==> src/rtl/apb_slave_regfile_pkg.sv <==
// apb_slave_regfile_pkg: shared APB phase encoding and error-flag bit positions
package apb_slave_regfile_pkg;
  typedef enum logic [1:0] {IDLE, SETUP, ACCESS} phase_e;
  localparam int ERR_SEQ    = 0;
  localparam int ERR_STABLE = 1;
  localparam int ERR_LEN    = 2;
endpackage

==> src/rtl/apb_slave_regfile_phase_monitor.sv <==
// apb_slave_regfile_phase_monitor: APB phase tracking, setup capture and protocol checks
module apb_slave_regfile_phase_monitor
  import apb_slave_regfile_pkg::*;
#(
  parameter int AW = 32,
  parameter int DW = 32,
  parameter int IW = 4
) (
  input  logic          HCLK,
  input  logic          HRESET,
  input  logic          i_sel,
  input  logic          i_penable,
  input  logic          i_pwrite,
  input  logic [AW-1:0] i_paddr,
  input  logic [DW-1:0] i_pwdata,
  output phase_e        o_phase,
  output logic          o_write_q,
  output logic [IW-1:0] o_idx_q,
  output logic          o_access_ok,
  output logic [2:0]    o_err_set
);
  phase_e        r_state;
  phase_e        w_next;
  logic          w_acc;
  logic [AW-1:0] r_addr;
  logic          r_write;
  logic [DW-1:0] r_wdata;
  // decode this cycle's phase and judge an access against the captured setup
  always_comb begin
    w_next = !i_sel ? IDLE : (i_penable ? ACCESS : SETUP);
    w_acc = w_next == ACCESS;
    o_err_set = '0;
    o_err_set[ERR_SEQ] = w_acc && r_state == IDLE;
    o_err_set[ERR_STABLE] = w_acc && r_state != IDLE &&
      (i_paddr != r_addr || i_pwrite != r_write || (r_write && i_pwdata != r_wdata));
    o_err_set[ERR_LEN] = w_acc && r_state == ACCESS;
    o_access_ok = w_acc && o_err_set == '0;
  end
  // previous-cycle phase plus transfer attributes latched at the setup edge
  always_ff @(posedge HCLK) begin
    if (HRESET) begin
      r_state <= IDLE;
      r_addr  <= '0;
      r_write <= 1'b0;
      r_wdata <= '0;
    end else begin
      r_state <= w_next;
      if (w_next == SETUP) begin
        r_addr  <= i_paddr;
        r_write <= i_pwrite;
        r_wdata <= i_pwdata;
      end
    end
  end
  assign o_phase   = w_next;
  assign o_write_q = r_write;
  assign o_idx_q   = r_addr[2 +: IW];
endmodule

==> src/rtl/apb_slave_regfile.sv <==
// apb_slave_regfile: APB2 register-file slave with protocol monitor and transfer counters
module apb_slave_regfile
  import apb_slave_regfile_pkg::*;
#(
  parameter int PSEL_IDX = 0,
  parameter int DEPTH    = 16,
  parameter int DW       = 32,
  parameter int AW       = 32,
  parameter int CNT_W    = 16
) (
  input  logic             HCLK,
  input  logic             HRESET,
  input  logic [2:0]       PSEL,
  input  logic             PENABLE,
  input  logic             PWRITE,
  input  logic [AW-1:0]    PADDR,
  input  logic [DW-1:0]    PWDATA,
  output logic [DW-1:0]    PRDATA,
  output logic [2:0]       err_flags,
  input  logic             err_clr,
  output logic [CNT_W-1:0] wr_count,
  output logic [CNT_W-1:0] rd_count
);
  localparam int IW = $clog2(DEPTH);
  logic [DW-1:0]    r_mem [DEPTH];
  logic [DW-1:0]    r_rdata;
  logic [2:0]       r_err;
  logic [CNT_W-1:0] r_wr;
  logic [CNT_W-1:0] r_rd;
  phase_e           w_phase;
  logic             w_write_q;
  logic [IW-1:0]    w_idx_q;
  logic             w_access_ok;
  logic [2:0]       w_err_set;
  logic [IW-1:0]    w_idx;
  logic             w_unused;
  assign w_idx    = PADDR[2 +: IW];
  assign w_unused = ^PSEL;
  apb_slave_regfile_phase_monitor #(.AW(AW), .DW(DW), .IW(IW)) u_mon (
    .HCLK        (HCLK),
    .HRESET      (HRESET),
    .i_sel       (PSEL[PSEL_IDX]),
    .i_penable   (PENABLE),
    .i_pwrite    (PWRITE),
    .i_paddr     (PADDR),
    .i_pwdata    (PWDATA),
    .o_phase     (w_phase),
    .o_write_q   (w_write_q),
    .o_idx_q     (w_idx_q),
    .o_access_ok (w_access_ok),
    .o_err_set   (w_err_set)
  );
  // storage: read snapshot at setup, commit writes only on a clean access
  always_ff @(posedge HCLK) begin
    if (HRESET) begin
      for (int i = 0; i < DEPTH; i++) r_mem[i] <= '0;
      r_rdata <= '0;
    end else begin
      if (w_phase == SETUP && !PWRITE) r_rdata <= r_mem[w_idx];
      if (w_access_ok && w_write_q) r_mem[w_idx_q] <= PWDATA;
    end
  end
  // completed-transfer counters and sticky violation flags (new violation beats clear)
  always_ff @(posedge HCLK) begin
    if (HRESET) begin
      r_wr  <= '0;
      r_rd  <= '0;
      r_err <= '0;
    end else begin
      if (w_access_ok && w_write_q) r_wr <= r_wr + CNT_W'(1);
      if (w_access_ok && !w_write_q) r_rd <= r_rd + CNT_W'(1);
      r_err <= (err_clr ? 3'b000 : r_err) | w_err_set;
    end
  end
  assign PRDATA    = (w_phase == ACCESS && !w_write_q) ? r_rdata : '0;
  assign err_flags = r_err;
  assign wr_count  = r_wr;
  assign rd_count  = r_rd;
endmodule

==> config.mk <==
export PLATFORM = sky130hd
export DESIGN_NAME = apb_slave_regfile
export DESIGN_NICKNAME = d
export VERILOG_FILES = /design/src/rtl/apb_slave_regfile_pkg.sv /design/src/rtl/apb_slave_regfile_phase_monitor.sv /design/src/rtl/apb_slave_regfile.sv
export SDC_FILE = /design/constraint.sdc
export NUM_CORES = 1
export LEC_CHECK = 0
export ABC_AREA = 1
export CAP_MARGIN = 20
export CORE_MARGIN = 4
export CORE_UTILIZATION = 40
export CTS_BUF_LIST = sky130_fd_sc_hd__clkbuf_8 sky130_fd_sc_hd__clkbuf_16
export DETAILED_ROUTE_END_ITERATION = 12
export SYNTH_ARGS = -nofsm -noshare
export SYNTH_HDL_FRONTEND = slang
export SYNTH_HIERARCHICAL = 1
export SYNTH_SLANG_ARGS = --single-unit
==> constraint.sdc <==
create_clock -name HCLK -period 3.2 [get_ports HCLK]
set_input_delay 0.64 -clock HCLK [delete_from_list [all_inputs] [get_ports HCLK]]
set_output_delay 0.64 -clock HCLK [all_outputs]
set_load 0.005 [all_outputs]
==> metrics list, run 1 <==
- During synthesis, Yosys emitted a total of 6 warnings.
- TritonCTS built the clock tree.
* Worst stage delay on the critical path: 0.54 ns
* Path category of the worst min-delay check: in -> reg
- Summed over all cells, the static leakage comes to 15.6 nW.
- For this run, the detailed router's first-pass iteration total came to 5.
* Mapped cell area: 0.0306 mm²
- The number of nets in the synthesized netlist is 3674.
- In this run the remaining antenna-violating nets after routing total 0.
- Setup violations remaining at the end of the flow were counted as 0.
- Across the run, the number of max-cap violations was 0.
* CTS Root Cell: sky130_fd_sc_hd__clkbuf_16
* Area leader, netlist: sky130_fd_sc_hd__edfxtp_1
- Min cycle time layout: 3.02 ns
* Main combinational cell family by area after synthesis: simple AND/OR/NAND/NOR gates
- Count of final max-slew check failures: 0
* Share of synthesized registers carrying an async set or reset: 0%
- RSZ-0062 raised after global routing: false
* Number of library cell types mapped by synthesis: 35
- Final-report hold violation count: 0
- Area share of and/or/nand/nor cells after synthesis: 28.2%
- In this run the mean area of a mapped cell was 8.51 µm².
- For this block, wires on met1 add up to 37.2 mm.
* Fillers: 7237
- Setup clock skew after layout: 0.0187 ns
- Core region area: 0.0759 mm²
* Adder-Cell Fraction of Synth Area: 0.0817%
- Static timing analysis puts the maximum clock frequency at 331 MHz.
- The kind of cell with the highest combined delay along the critical path is buffers and inverters.
- For the worst setup path, the data arrival time is 2.38 ns.
* Dpl hpwl: 49.8 mm
* Worst Path Buf+Inv: 4
- Cell type with the highest occurrence count on the critical path: sky130_fd_sc_hd__clkdlybuf4s50_1
- Top-area cell type share of the netlist area: 50.2%
- At the pin with the least slew margin, the transition time is 1.04 ns.
- First-pass GRT wire length: 130 mm
* Xor and xnor fraction of the mapped netlist area: 1.09%
- The portion of synthesized area spent on multiplexers is 0%.
- Buffers inserted to repair hold after CTS numbered 0.
- Main flop type after synthesis: sky130_fd_sc_hd__edfxtp_1
- Cell breakdown of the critical path: clkdlybuf4s50_1 > nand2_1 > inv_1 > nand3_2 > buf_12 > nor2_1 > clkdlybuf4s50_1
* Headroom to the max-slew limit: 30.4%
* Number of buffer cells added on primary ports: 136
* Proportion of layout cells with a drive suffix above 1: 9.92%
- Pint: 14.7 mW
* Layout Area Growth over Synthesis: 18.1%
* Remaining global-route overflow: 0
* Switching part of the total: 23.7%
- Effective utilization at floorplan: 40.3%
- Gates resized during post-CTS repair numbered 0.
- After detailed routing, the number of remaining DRC violations is 0.
- The worst-case IR drop observed on VDD is 0.000352 V.
- For this design the total switching power over the nets is 4.55 mW.
- Of the total power, combinational logic draws 8.5%.
- Total Die Area: 0.0811 mm²
- After detailed routing, the total wire length is 85.3 mm.
- The via count of the first global-routing pass was 22.0k.
- The finished cells cover 0.0362 mm².
- Number of nets in the final layout: 3799
- 139 I/O pins were placed.
* Highest metal layer with signal wires: met4
- STA classifies the critical path endpoint as an output pin.
- Cts bufs inserted: 71
* Largest net degree at the start of global routing: 170
- STA classifies the critical path startpoint as an input pin.
* Cell count after synthesis: 3600
- Endpoint required time on the critical path: 2.56 ns
- Die Span X: 285 µm
- After floorplanning, the core was divided into 101 placement rows.
- Result of the run: complete, no violations
* Fraction of the mapped netlist area in compound gates: 2.65%
- Buffers added to address setup during post-CTS repair amount to 0.
* DR vias/cell: 4.88
* Seq cells post-synth: 646
* Part of the power in registers: 48.9%
* Clock share of power: 42.6%
- Clock input transition at the sequential cells of the worst setup and hold paths: 0.05 ns
- In this run the worst path has a maximum fanout of 32.
* Met2 routed WL: 40.8 mm
- Count of flip-flops with a built-in enable after synthesis: 512
- Period Utilization, post-route: 94.4%
- CTS built an H-tree with a depth of 3.
- Global routing consumed, over all layers together, 20.6% of the routing resources.
- Placed instance area: 0.0339 mm²
- The first routing iteration left 1888 violations.
- CTS saw 646 sinks.
* Setup slack, reg-to-reg: 0.44 ns
* Synth top area cells: sky130_fd_sc_hd__edfxtp_1 50%, sky130_fd_sc_hd__nand2_1 13%, sky130_fd_sc_hd__dfxtp_1 8.8%
- Dividing the detail-routed wire length by the instance count gives 17.7 µm.
- Height of the chip: 285 µm
* Worst hold slack: 0.331 ns
- In this run the power density over the cells is 531 mW/mm².
- Path type of the worst setup path: in -> out
- Register area share after synthesis: 58.9%
- Initial antenna violation count: 1
* Met3 wire length: 5.70 mm
* Skew-Pair Late Insertion Delay: 0.61 ns
- Crit-path slowest cell: sky130_fd_sc_hd__clkdlybuf4s50_1
- Summing over every cut layer, the via total after detailed routing is 23.5k.
- At the end of routability-driven placement, the weighted congestion stood at 0.801.
- Deepest clock path buffer count: 3
==> final cells by class <==
cell class | instances | area [µm²] | share of cell area (%)
Inverter | 448 | 1690 | 4.68
Sequential cell | 646 | 18100 | 49.9
Multi-Input combinational cell | 2279 | 9880 | 27.3
Antenna cell | 1 | 2.50 | 0.00692
Tap cell | 1030 | 1290 | 3.56
Timing Repair Buffer | 279 | 2930 | 8.09
Clock inverter | 48 | 345 | 0.954
Clock buffer | 81 | 1980 | 5.48
==> synthesized netlist by cell type, types with 6 or more instances <==
cell type                  number
sky130_fd_sc_hd__nand2_1     1053
sky130_fd_sc_hd__nor2_1       574
sky130_fd_sc_hd__edfxtp_1     512
sky130_fd_sc_hd__inv_1        442
sky130_fd_sc_hd__nand3_1      363
sky130_fd_sc_hd__dfxtp_1      134
sky130_fd_sc_hd__buf_2        106
sky130_fd_sc_hd__a21oi_1       91
sky130_fd_sc_hd__clkbuf_1      78
sky130_fd_sc_hd__nor2_2        76
sky130_fd_sc_hd__xnor2_1       29
sky130_fd_sc_hd__a211oi_1      27
sky130_fd_sc_hd__buf_1         26
sky130_fd_sc_hd__o21ai_0       18
sky130_fd_sc_hd__buf_6         12
sky130_fd_sc_hd__nor3_1        10
sky130_fd_sc_hd__xor2_1         9
sky130_fd_sc_hd__nand2_4        6
==> worst reg2reg max path: cells and delay by family, from the launching register on <==
| kind | cells | cell delay [ns] |
|---|---|---|
| and+or+nand+nor | 13 | 1.39 |
| buffers and inverters | 4 | 0.59 |
| DFF | 1 | 0.35 |
| xor gates and xnor gates | 1 | 0.13 |
==> cells by family (layout without fill, tap and decap cells) <==
group,count (synthesis),in the layout
xor+xnor,38,38
buf+inv,675,856
other cells,0,1
flops,646,646
compound gates,143,143
simple gates,2096,2096
fa+ha+maj,2,2
==> placed cells by master, fill, tap and decap left out, types with 10 or more instances in the layout <==
cell type / Yosys / final
sky130_fd_sc_hd__nand2_1: 1053 / 1025
sky130_fd_sc_hd__nor2_1: 574 / 574
sky130_fd_sc_hd__edfxtp_1: 512 / 512
sky130_fd_sc_hd__inv_1: 442 / 456
sky130_fd_sc_hd__nand3_1: 363 / 362
sky130_fd_sc_hd__dfxtp_1: 134 / 134
sky130_fd_sc_hd__clkdlybuf4s50_1: 0 / 131
sky130_fd_sc_hd__buf_4: 5 / 106
sky130_fd_sc_hd__a21oi_1: 91 / 91
sky130_fd_sc_hd__clkbuf_16: 0 / 77
sky130_fd_sc_hd__nor2_2: 76 / 76
sky130_fd_sc_hd__buf_12: 0 / 40
sky130_fd_sc_hd__nand2_2: 1 / 29
sky130_fd_sc_hd__xnor2_1: 29 / 29
sky130_fd_sc_hd__a211oi_1: 27 / 27
sky130_fd_sc_hd__o21ai_0: 18 / 18
sky130_fd_sc_hd__clkinv_1: 0 / 16
sky130_fd_sc_hd__nor3_1: 10 / 10
==> registers in the layout (all words and copies together) (netlist names) <==
name	cells
u_mon/r_wdata	32
err_flags	3
rd_count	16
wr_count	16
r_mem	512
r_rdata	32
u_mon/o_write_q	1
u_mon/r_state	2
u_mon/r_addr	32
==> metal layers <==
metal / vias up / track usage, %
met1: 11200 / 28.1
met4: 0 / 5.61
li1: 11600 / -
met3: 112 / 3.48
met2: 653 / 34.1
met5: - / 0
==> per-stage QoR <==
step	setup slack (ns)	power, mW	setup TNS (ns)	cells	util, %
floorplan	0.146	10.5	0	3600	-
global placement	-0.367	11.2	-304.72	4682	44.6
detailed placement	-0.396	11.2	-336.49	4682	44.6
CTS	0.130	19.4	0	4811	47.6
global route	0.0315	19.9	0	4811	47.6
finish	0.179	19.2	0	4812	47.6
==> final timing paths <==
| check | from | endpoint | cells after the start |
|---|---|---|---|
| setup / recovery | PENABLE | PRDATA[21] | 7 |
| hold / removal | PADDR[4] | u_mon/r_addr[4] | 3 |
| setup reg to reg | u_mon/r_wdata[12] | r_mem[11][13] | 18 |
| hold reg to reg | wr_count[14] | wr_count[14] | 2 |
==> power groups by stage <==
stage	Combinational (mW)	Clock, mW	Sequential, mW
floorplan	0.963	0	9.56
global placement	1.62	0	9.57
detailed placement	1.63	0	9.58
CTS	1.64	8.35	9.40
global route	1.80	8.66	9.43
finish	1.63	8.18	9.41
Note: power is estimated with default switching activity, not from simulation.
==> run 2: changes to the inputs <==
--- a/config.mk
+++ b/config.mk
@@ -6,9 +6,8 @@
 export NUM_CORES = 1
 export LEC_CHECK = 0
 export ABC_AREA = 1
-export CAP_MARGIN = 20
 export CORE_MARGIN = 4
-export CORE_UTILIZATION = 40
+export CORE_UTILIZATION = 32
 export CTS_BUF_LIST = sky130_fd_sc_hd__clkbuf_8 sky130_fd_sc_hd__clkbuf_16
 export DETAILED_ROUTE_END_ITERATION = 12
 export SYNTH_ARGS = -nofsm -noshare
==> metrics list, run 2 (synthesized netlist as in run 1, its figures left out) <==
* Ports: 139 (unchanged)
- RSZ-0062 raised after global routing: false (unchanged)
- First-pass GRT wire length: 133 mm (was 130 mm)
- Static power due to leakage: 15.7 nW (was 15.6 nW)
* All-Layer GR Usage: 16.7% (was 20.6%)
* Worst setup slack after placement: -0.436 ns (was -0.396 ns)
- Residual DRC count: 0 (unchanged)
* Row Count: 113 (was 101)
- The critical path data required time is 2.56 ns (about the same).
- The starting density of the core was 32.2% (was 40.3%).
- Placed instance area: 0.0343 mm² (was 0.0339 mm²)
- The top fanout value on the critical path is 19 (was 32).
- The timing-limited maximum frequency came to 321 MHz (was 331 MHz).
- Skew-Pair Late Insertion Delay: 0.62 ns (was 0.61 ns)
- Path type of the worst setup path: in -> out (unchanged)
* Highest-utilization routing layer at the global route stage: met2 (unchanged)
- Core region area: 0.0950 mm² (was 0.0759 mm²)
- Final-report hold violation count: 0 (unchanged)
- Die Span X: 317 µm (was 285 µm)
- Largest net degree at the start of global routing: 130 (was 170)
- Weighted congestion at the end of routability-driven global placement: 0.816 (was 0.801)
- The power per standard cell area came to 521 mW/mm² (was 531 mW/mm²).
- The final setup skew came to 0.0275 ns (was 0.0187 ns).
* Number of buffer cells added on primary ports: 136 (unchanged)
- The number of gates resized after cts is 0 (unchanged).
- The sum of net half-perimeters after detailed placement is 53.5 mm (was 49.8 mm).
- Number of design-rule violations left by the first detailed-router iteration: 2186 (was 1888)
- Pint: 14.5 mW (was 14.7 mW)
* Min cycle time layout: 3.11 ns (was 3.02 ns)
* Combinational share of power: 8.7% (was 8.5%)
- Arrival @ worst endpoint: 2.47 ns (was 2.38 ns)
- Type of destination of the critical path: output pin (unchanged)
* Height of the chip: 317 µm (was 285 µm)
- Total Die Area: 0.101 mm² (was 0.0811 mm²)
- The setup fix buffers added after clock tree synthesis was 0 (unchanged).
- Switching part of the total: 23.9% (was 23.7%)
- Clock tree from TritonCTS: yes (unchanged)
- The total number of vias is 23.6k (was 23.5k).
* Per-cell routed wire length: 17.0 µm (was 17.7 µm)
- Initial antenna violation count: 5 (was 1)
- The path class of the lowest-slack min-delay path is in -> reg (unchanged).
- The number of flip-flops in the largest register came to 512 (unchanged).
- The most frequent standard cell in the layout excluding fill and tap cells is sky130_fd_sc_hd__nand2_1 (unchanged).
- Net load switching power: 4.55 mW (about the same)
* Number of nets in the final layout: 3822 (was 3799)
- The final setup TNS is 0 ns (unchanged).
- Deepest clock path buffer count: 3 (unchanged)
* Layout Area Growth over Synthesis: 19.5% (was 18.1%)
* Cell breakdown of the critical path: clkdlybuf4s50_1 > nand2_1 > inv_1 > nand3_2 > buf_12 > nor2_1 > clkdlybuf4s50_1 (unchanged)
- The tightest slew margin relative to the limit is 32.0% (was 30.4%).
- Met3 Use GR: 3.54% (was 3.48%)
* Number of levels the H-tree was split into: 3 (unchanged)
* Met1 track demand over resource: 22.2% (was 28.1%)
- Post-layout worst setup margin: 0.0853 ns (was 0.179 ns)
- Router iterations before antenna repair: 6 (was 5)
* Largest Register: r_mem (unchanged)
- PnR Total Power: 19.1 mW (was 19.2 mW)
- Critical Path Source Type: input pin (unchanged)
- The remaining antenna violation count after routing came to 0 (unchanged).
- Count of final max-slew check failures: 0 (unchanged)
- Commonest cells after routing, fill and taps aside: 1027 x sky130_fd_sc_hd__nand2_1, 574 x sky130_fd_sc_hd__nor2_1, 512 x sky130_fd_sc_hd__edfxtp_1 (was 1025 x sky130_fd_sc_hd__nand2_1, 574 x sky130_fd_sc_hd__nor2_1, 512 x sky130_fd_sc_hd__edfxtp_1)
* Result of the run: complete, no violations (unchanged)
- Part of the power in registers: 49.3% (was 48.9%)
* DR vias/cell: 4.65 (was 4.88)
- Transition time at the pin with the least slew margin: 1.02 ns (was 1.04 ns)
- The total detailed-routing wirelength came to 86.2 mm (was 85.3 mm).
- Cell area after layout: 0.0366 mm² (was 0.0362 mm²)
- The standard cell with the maximum stage delay on the critical path is sky130_fd_sc_hd__clkdlybuf4s50_1 (unchanged).
* Number of global-route vias before repair: 22.5k (was 22.0k)
- Cell type with the highest occurrence count on the critical path: sky130_fd_sc_hd__clkdlybuf4s50_1 (unchanged)
- Remaining global-route overflow: 0 (unchanged)
- The share of power burned in the clock network came to 42.0% (was 42.6%).
* Clock input transition at the sequential cells of the worst setup and hold paths: 0.06 ns (was 0.05 ns)
- Final setup vio count: 0 (unchanged)
* Max IR drop VDD: 0.000332 V (was 0.000352 V)
- The critical path's largest stage delay is 0.56 ns (was 0.54 ns).
- Hold-fix buffer count after cts: 0 (unchanged)
- Clock Sinks: 646 (unchanged)
* CTS Root Cell: sky130_fd_sc_hd__clkbuf_16 (unchanged)
- Proportion of layout cells with a drive suffix above 1: 10.6% (was 9.92%)
- The number of buffers added by the clock tree synthesis step is 70 (was 71).
- The met2 usage is 26.9% (was 34.1%).
- Period Utilization, post-route: 97.3% (was 94.4%)
- The count of maximum capacitance violations was 0 (unchanged).
[run 2: changes by cell type in the layout (fill, tap and decap cells not counted), moves of 3 or more]
cell / previous run / this run
sky130_fd_sc_hd__buf_4: 106 / 129
sky130_fd_sc_hd__clkbuf_16: 77 / 74
sky130_fd_sc_hd__clkbuf_8: 5 / 10
sky130_fd_sc_hd__clkinv_1: 16 / 10
sky130_fd_sc_hd__clkinv_2: 7 / 12
[run 2: through the flow]
| stage | hold WS, ns | utilization (%) | cells |
|---|---|---|---|
| after floorplan | 0.452 | - | 3600 |
| after global placement | 0.454 | 36.1 | 4941 |
| after detailed placement | 0.468 | 36.1 | 4941 |
| after CTS | 0.288 | 38.5 | 5068 |
| after global routing | 0.329 | 38.5 | 5068 |
| final | 0.328 | 38.5 | 5069 |
[run 2: critical path, delay by kind of cell]
kind | cells | cell delay (ns)
buffers and inverters | 4 | 1.37
and+or+nand+nor | 3 | 0.46
[run 2: path summary, 6_finish.rpt]
kind / startpoint / end / slack, ns / cells past startpoint
worst min register to register: u_mon/r_addr[8] / u_mon/r_addr[8] / 0.47 / 2
worst max-delay path: PENABLE / PRDATA[2] / 0.09 / 7
worst min-delay path: PADDR[5] / u_mon/r_addr[5] / 0.33 / 3
worst max register to register: u_mon/r_wdata[13] / r_mem[8][0] / 0.34 / 18
[run 2: cell type report]
| class | count | area (µm²) |
|---|---|---|
| multi-input combinational | 2279 | 9880 |
| antenna | 1 | 2.50 |
| clock buffer | 83 | 1980 |
| clock inverter | 44 | 295 |
| inverter | 448 | 1690 |
| timing repair buffer | 303 | 3120 |
| sequential | 646 | 18100 |
| tap | 1265 | 1580 |
| fill | 9563 | 58400 |
[run 2: power by group through the flow]
stage / Sequential [mW] / Combinational (mW) / Clock [mW]
after floorplan: 9.56 / 0.963 / 0
after global placement: 9.57 / 1.66 / 0
after detailed placement: 9.58 / 1.67 / 0
after CTS: 9.40 / 1.68 / 8.16
after global routing: 9.43 / 1.84 / 8.51
final: 9.40 / 1.66 / 8.00
[run 2: routing by layer]
| metal | vias up | part of all wire [%] |
|---|---|---|
| met3 | 152 | 7.6 |
| met2 | 738 | 46 |
| met4 | 8 | 3.5 |
| li1 | 11600 | - |
| met5 | - | 0.063 |
| met1 | 11000 | 43 |
==> run 3: changes to the inputs <==
--- a/config.mk
+++ b/config.mk
@@ -6,10 +6,13 @@
 export NUM_CORES = 1
 export LEC_CHECK = 0
 export ABC_AREA = 1
-export CORE_MARGIN = 4
+export CELL_PAD_IN_SITES_DETAIL_PLACEMENT = 0
+export CELL_PAD_IN_SITES_GLOBAL_PLACEMENT = 2
+export CORE_ASPECT_RATIO = 0.9
 export CORE_UTILIZATION = 32
 export CTS_BUF_LIST = sky130_fd_sc_hd__clkbuf_8 sky130_fd_sc_hd__clkbuf_16
 export DETAILED_ROUTE_END_ITERATION = 12
+export PLACE_DENSITY_LB_ADDON = 0.1
 export SYNTH_ARGS = -nofsm -noshare
 export SYNTH_HDL_FRONTEND = slang
 export SYNTH_HIERARCHICAL = 1
==> metrics list, run 3 (synthesized netlist as in run 1, its figures left out) <==
* Result of the run: finished with violations (was complete, no violations)
* Failing checks: design-rule violations
* Number of nets in the final layout: 3840 (was 3822)
* Residual DRC count: 14 (was 0)
* Clock input transition at the sequential cells of the worst setup and hold paths: 0.05 ns (was 0.06 ns)
- Clock Sinks: 646 (unchanged)
- The per-cell via count in the routed design was 4.72 (was 4.65).
- Crit-path slowest cell: sky130_fd_sc_hd__clkdlybuf4s50_1 (unchanged)
* Deepest clock path buffer count: 3 (unchanged)
* Proportion of layout cells with a drive suffix above 1: 10.7% (was 10.6%)
* Transition time at the pin with the least slew margin: 1.13 ns (was 1.02 ns)
- The floorplan die width came to 328 µm (was 317 µm).
- Final setup vio count: 0 (unchanged)
* Type of destination of the critical path: output pin (unchanged)
- PnR Total Power: 19.5 mW (was 19.1 mW)
- Total power density per cell area: 530 mW/mm² (was 521 mW/mm²)
- Highest metal layer with signal wires: met5 (unchanged)
- Worst setup slack after placement: -0.516 ns (was -0.436 ns)
* Max-cap viol count: 0 (unchanged)
- Worst stage delay on the critical path: 0.54 ns (was 0.56 ns)
- The worst voltage drop across the vdd grid is 0.000437 V (was 0.000332 V).
- The sum of buffers and inverters on the critical path is 4 (unchanged).
* M1 wire length: 48.2 mm (was 37.1 mm)
- Count of final max-slew check failures: 0 (unchanged)
- Post-layout worst setup margin: 0.128 ns (was 0.0853 ns)
* Largest net degree at the start of global routing: 130 (unchanged)
- The sum of net half-perimeters after detailed placement is 60.0 mm (was 53.5 mm).
- Path category of the worst min-delay check: in -> reg (unchanged)
- Layout Area Growth over Synthesis: 19.9% (was 19.5%)
- The most frequent standard cell in the layout excluding fill and tap cells is sky130_fd_sc_hd__nand2_1 (unchanged).
- Row Count: 107 (was 113)
* Hold-fix buffer count after cts: 0 (unchanged)
- Router iterations before antenna repair: 10 (was 6)
* Area of combinational cells with multiple inputs: 0.00989 mm² (was 0.00988 mm²)
- Fillers: 9568 (was 9563)
- The die span in y is 296 µm (was 317 µm).
* Post-CTS Setup Inserts: 0 (unchanged)
- The tightest slew margin relative to the limit came to 24.6% (was 32.0%).
- Number of levels the H-tree was split into: 3 (unchanged)
- The amount of wire on met2 after detailed routing came to 46.7 mm (was 39.5 mm).
- The number of top-level pins was 139 (unchanged).
- Weighted congestion at the end of routability-driven global placement: 0.759 (was 0.816)
- Arrival @ worst endpoint: 2.43 ns (was 2.47 ns)
- The starting density of the core is 32.3% (was 32.2%).
- The top register by number of flip-flops is r_mem (unchanged).
- Post_cts resized: 1 (was 0)
- Cell type with the highest occurrence count on the critical path: sky130_fd_sc_hd__clkdlybuf4s50_1 (unchanged)
- The total detailed-routing wirelength was 101 mm (was 86.2 mm).
- Met3 wire length: 3.98 mm (was 6.59 mm)
- The number of diodes is 0 (was 1).
* Core region area: 0.0948 mm² (was 0.0950 mm²)
- The leakage power came to 15.9 nW (was 15.7 nW).
- The via count of the first global-routing pass is 23.2k (was 22.5k).
- Number of design-rule violations left by the first detailed-router iteration: 1734 (was 2186)
* Instance count on the critical path: 7 (unchanged)
* Hold depth: 3 (unchanged)
* Max reg flops: 512 (unchanged)
- Cts bufs inserted: 78 (was 70)
- Path type of the worst setup path: in -> out (unchanged)
* Commonest cells after routing, fill and taps aside: 1037 x sky130_fd_sc_hd__nand2_1, 570 x sky130_fd_sc_hd__nor2_1, 512 x sky130_fd_sc_hd__edfxtp_1 (was 1027 x sky130_fd_sc_hd__nand2_1, 574 x sky130_fd_sc_hd__nor2_1, 512 x sky130_fd_sc_hd__edfxtp_1)
* Number of buffer cells added on primary ports: 136 (unchanged)
* First-pass GRT wire length: 149 mm (was 133 mm)
* Critical Path Source Type: input pin (unchanged)
- Clock tree from TritonCTS: yes (unchanged)
- The remaining global-route overflow was 0 (unchanged).
- Final-report hold violation count: 0 (unchanged)
- Per-cell routed wire length: 19.9 µm (was 17.0 µm)
- The cell family contributing the most delay on the critical path is buffers and inverters (unchanged).
* Final Util: 38.8% (was 38.5%)
* Endpoint required time on the critical path: 2.56 ns (about the same)
* Period Utilization, post-route: 96.0% (was 97.3%)
* Peak Freq: 325 MHz (was 321 MHz)
- All-Layer GR Usage: 20.8% (was 16.7%)
- Skew-Pair Late Insertion Delay: 0.64 ns (was 0.62 ns)
* Min cycle time layout: 3.07 ns (was 3.11 ns)
- Flip-flop and latch area: 0.0181 mm² (unchanged)
* CTS Root Cell: sky130_fd_sc_hd__clkbuf_16 (unchanged)
- The top fanout value on the critical path came to 15 (was 19).
- Cell breakdown of the critical path: clkdlybuf4s50_1 > nand2_1 > inv_2 > nand3_2 > buf_12 > nor2_1 > clkdlybuf4s50_1 (was clkdlybuf4s50_1 > nand2_1 > inv_1 > nand3_2 > buf_12 > nor2_1 > clkdlybuf4s50_1).
- The number of antenna violations at the first check in global routing was 2 (was 5).
- Via Count: 24.0k (was 23.6k)
- RSZ-0062 raised after global routing: false (unchanged)
- Total Die Area: 0.0970 mm² (was 0.101 mm²)
- Setup clock skew after layout: 0.0267 ns (was 0.0275 ns)
- Post-DRT Antenna Nets: 0 (unchanged)
* Depth of the worst register-to-register path: 17 (was 18)
-- run 3: path summary, 6_finish.rpt --
check / startpoint / slack (ns) / end
max: PENABLE / 0.13 / PRDATA[3]
min: PADDR[4] / 0.31 / u_mon/r_addr[4]
max reg2reg: u_mon/r_wdata[8] / 0.35 / r_mem[11][23]
min reg2reg: u_mon/r_addr[11] / 0.47 / u_mon/r_addr[11]
-- run 3: where the power goes --
| group | internal (mW) | leakage (nW) | switching [mW] |
|---|---|---|---|
| Sequential | 9.31 | 6.38 | 0.0923 |
| Combinational | 0.565 | 8.19 | 1.18 |
| Clock | 4.75 | 1.29 | 3.59 |
-- run 3: worst min-delay path: stages --
cell	delay, ns
sky130_fd_sc_hd__buf_2	0.11
sky130_fd_sc_hd__inv_1	0.06
sky130_fd_sc_hd__a211oi_1	0.06
-- run 3: area by class of cell --
type / instances / share of cell area, %
clock buffer: 89 / 5.82
clock inverter: 55 / 0.688
inverter: 448 / 4.60
multi-input combinational: 2279 / 26.9
sequential: 646 / 49.1
tap: 1253 / 4.27
timing repair buffer: 313 / 8.56
-- run 3: metal layers --
metal	GRT usage, %	vias up
met4	5.30	2
met5	0	-
li1	-	11700
met2	33.8	519
met3	2.54	133
met1	29.3	11700
-- run 3: metrics by stage --
| step | std cells | instance area (µm²) | hold slack, ns | TNS [ns] |
|---|---|---|---|---|
| CTS | 5083 | 36700 | 0.266 | 0 |
| detailed placement | 4939 | 34300 | 0.467 | -447.35 |
| finish | 5083 | 36700 | 0.308 | 0 |
| global placement | 4939 | 34300 | 0.452 | -495.00 |
| floorplan | 3600 | 30700 | 0.452 | 0 |
| global route | 5083 | 36700 | 0.290 | 0 |
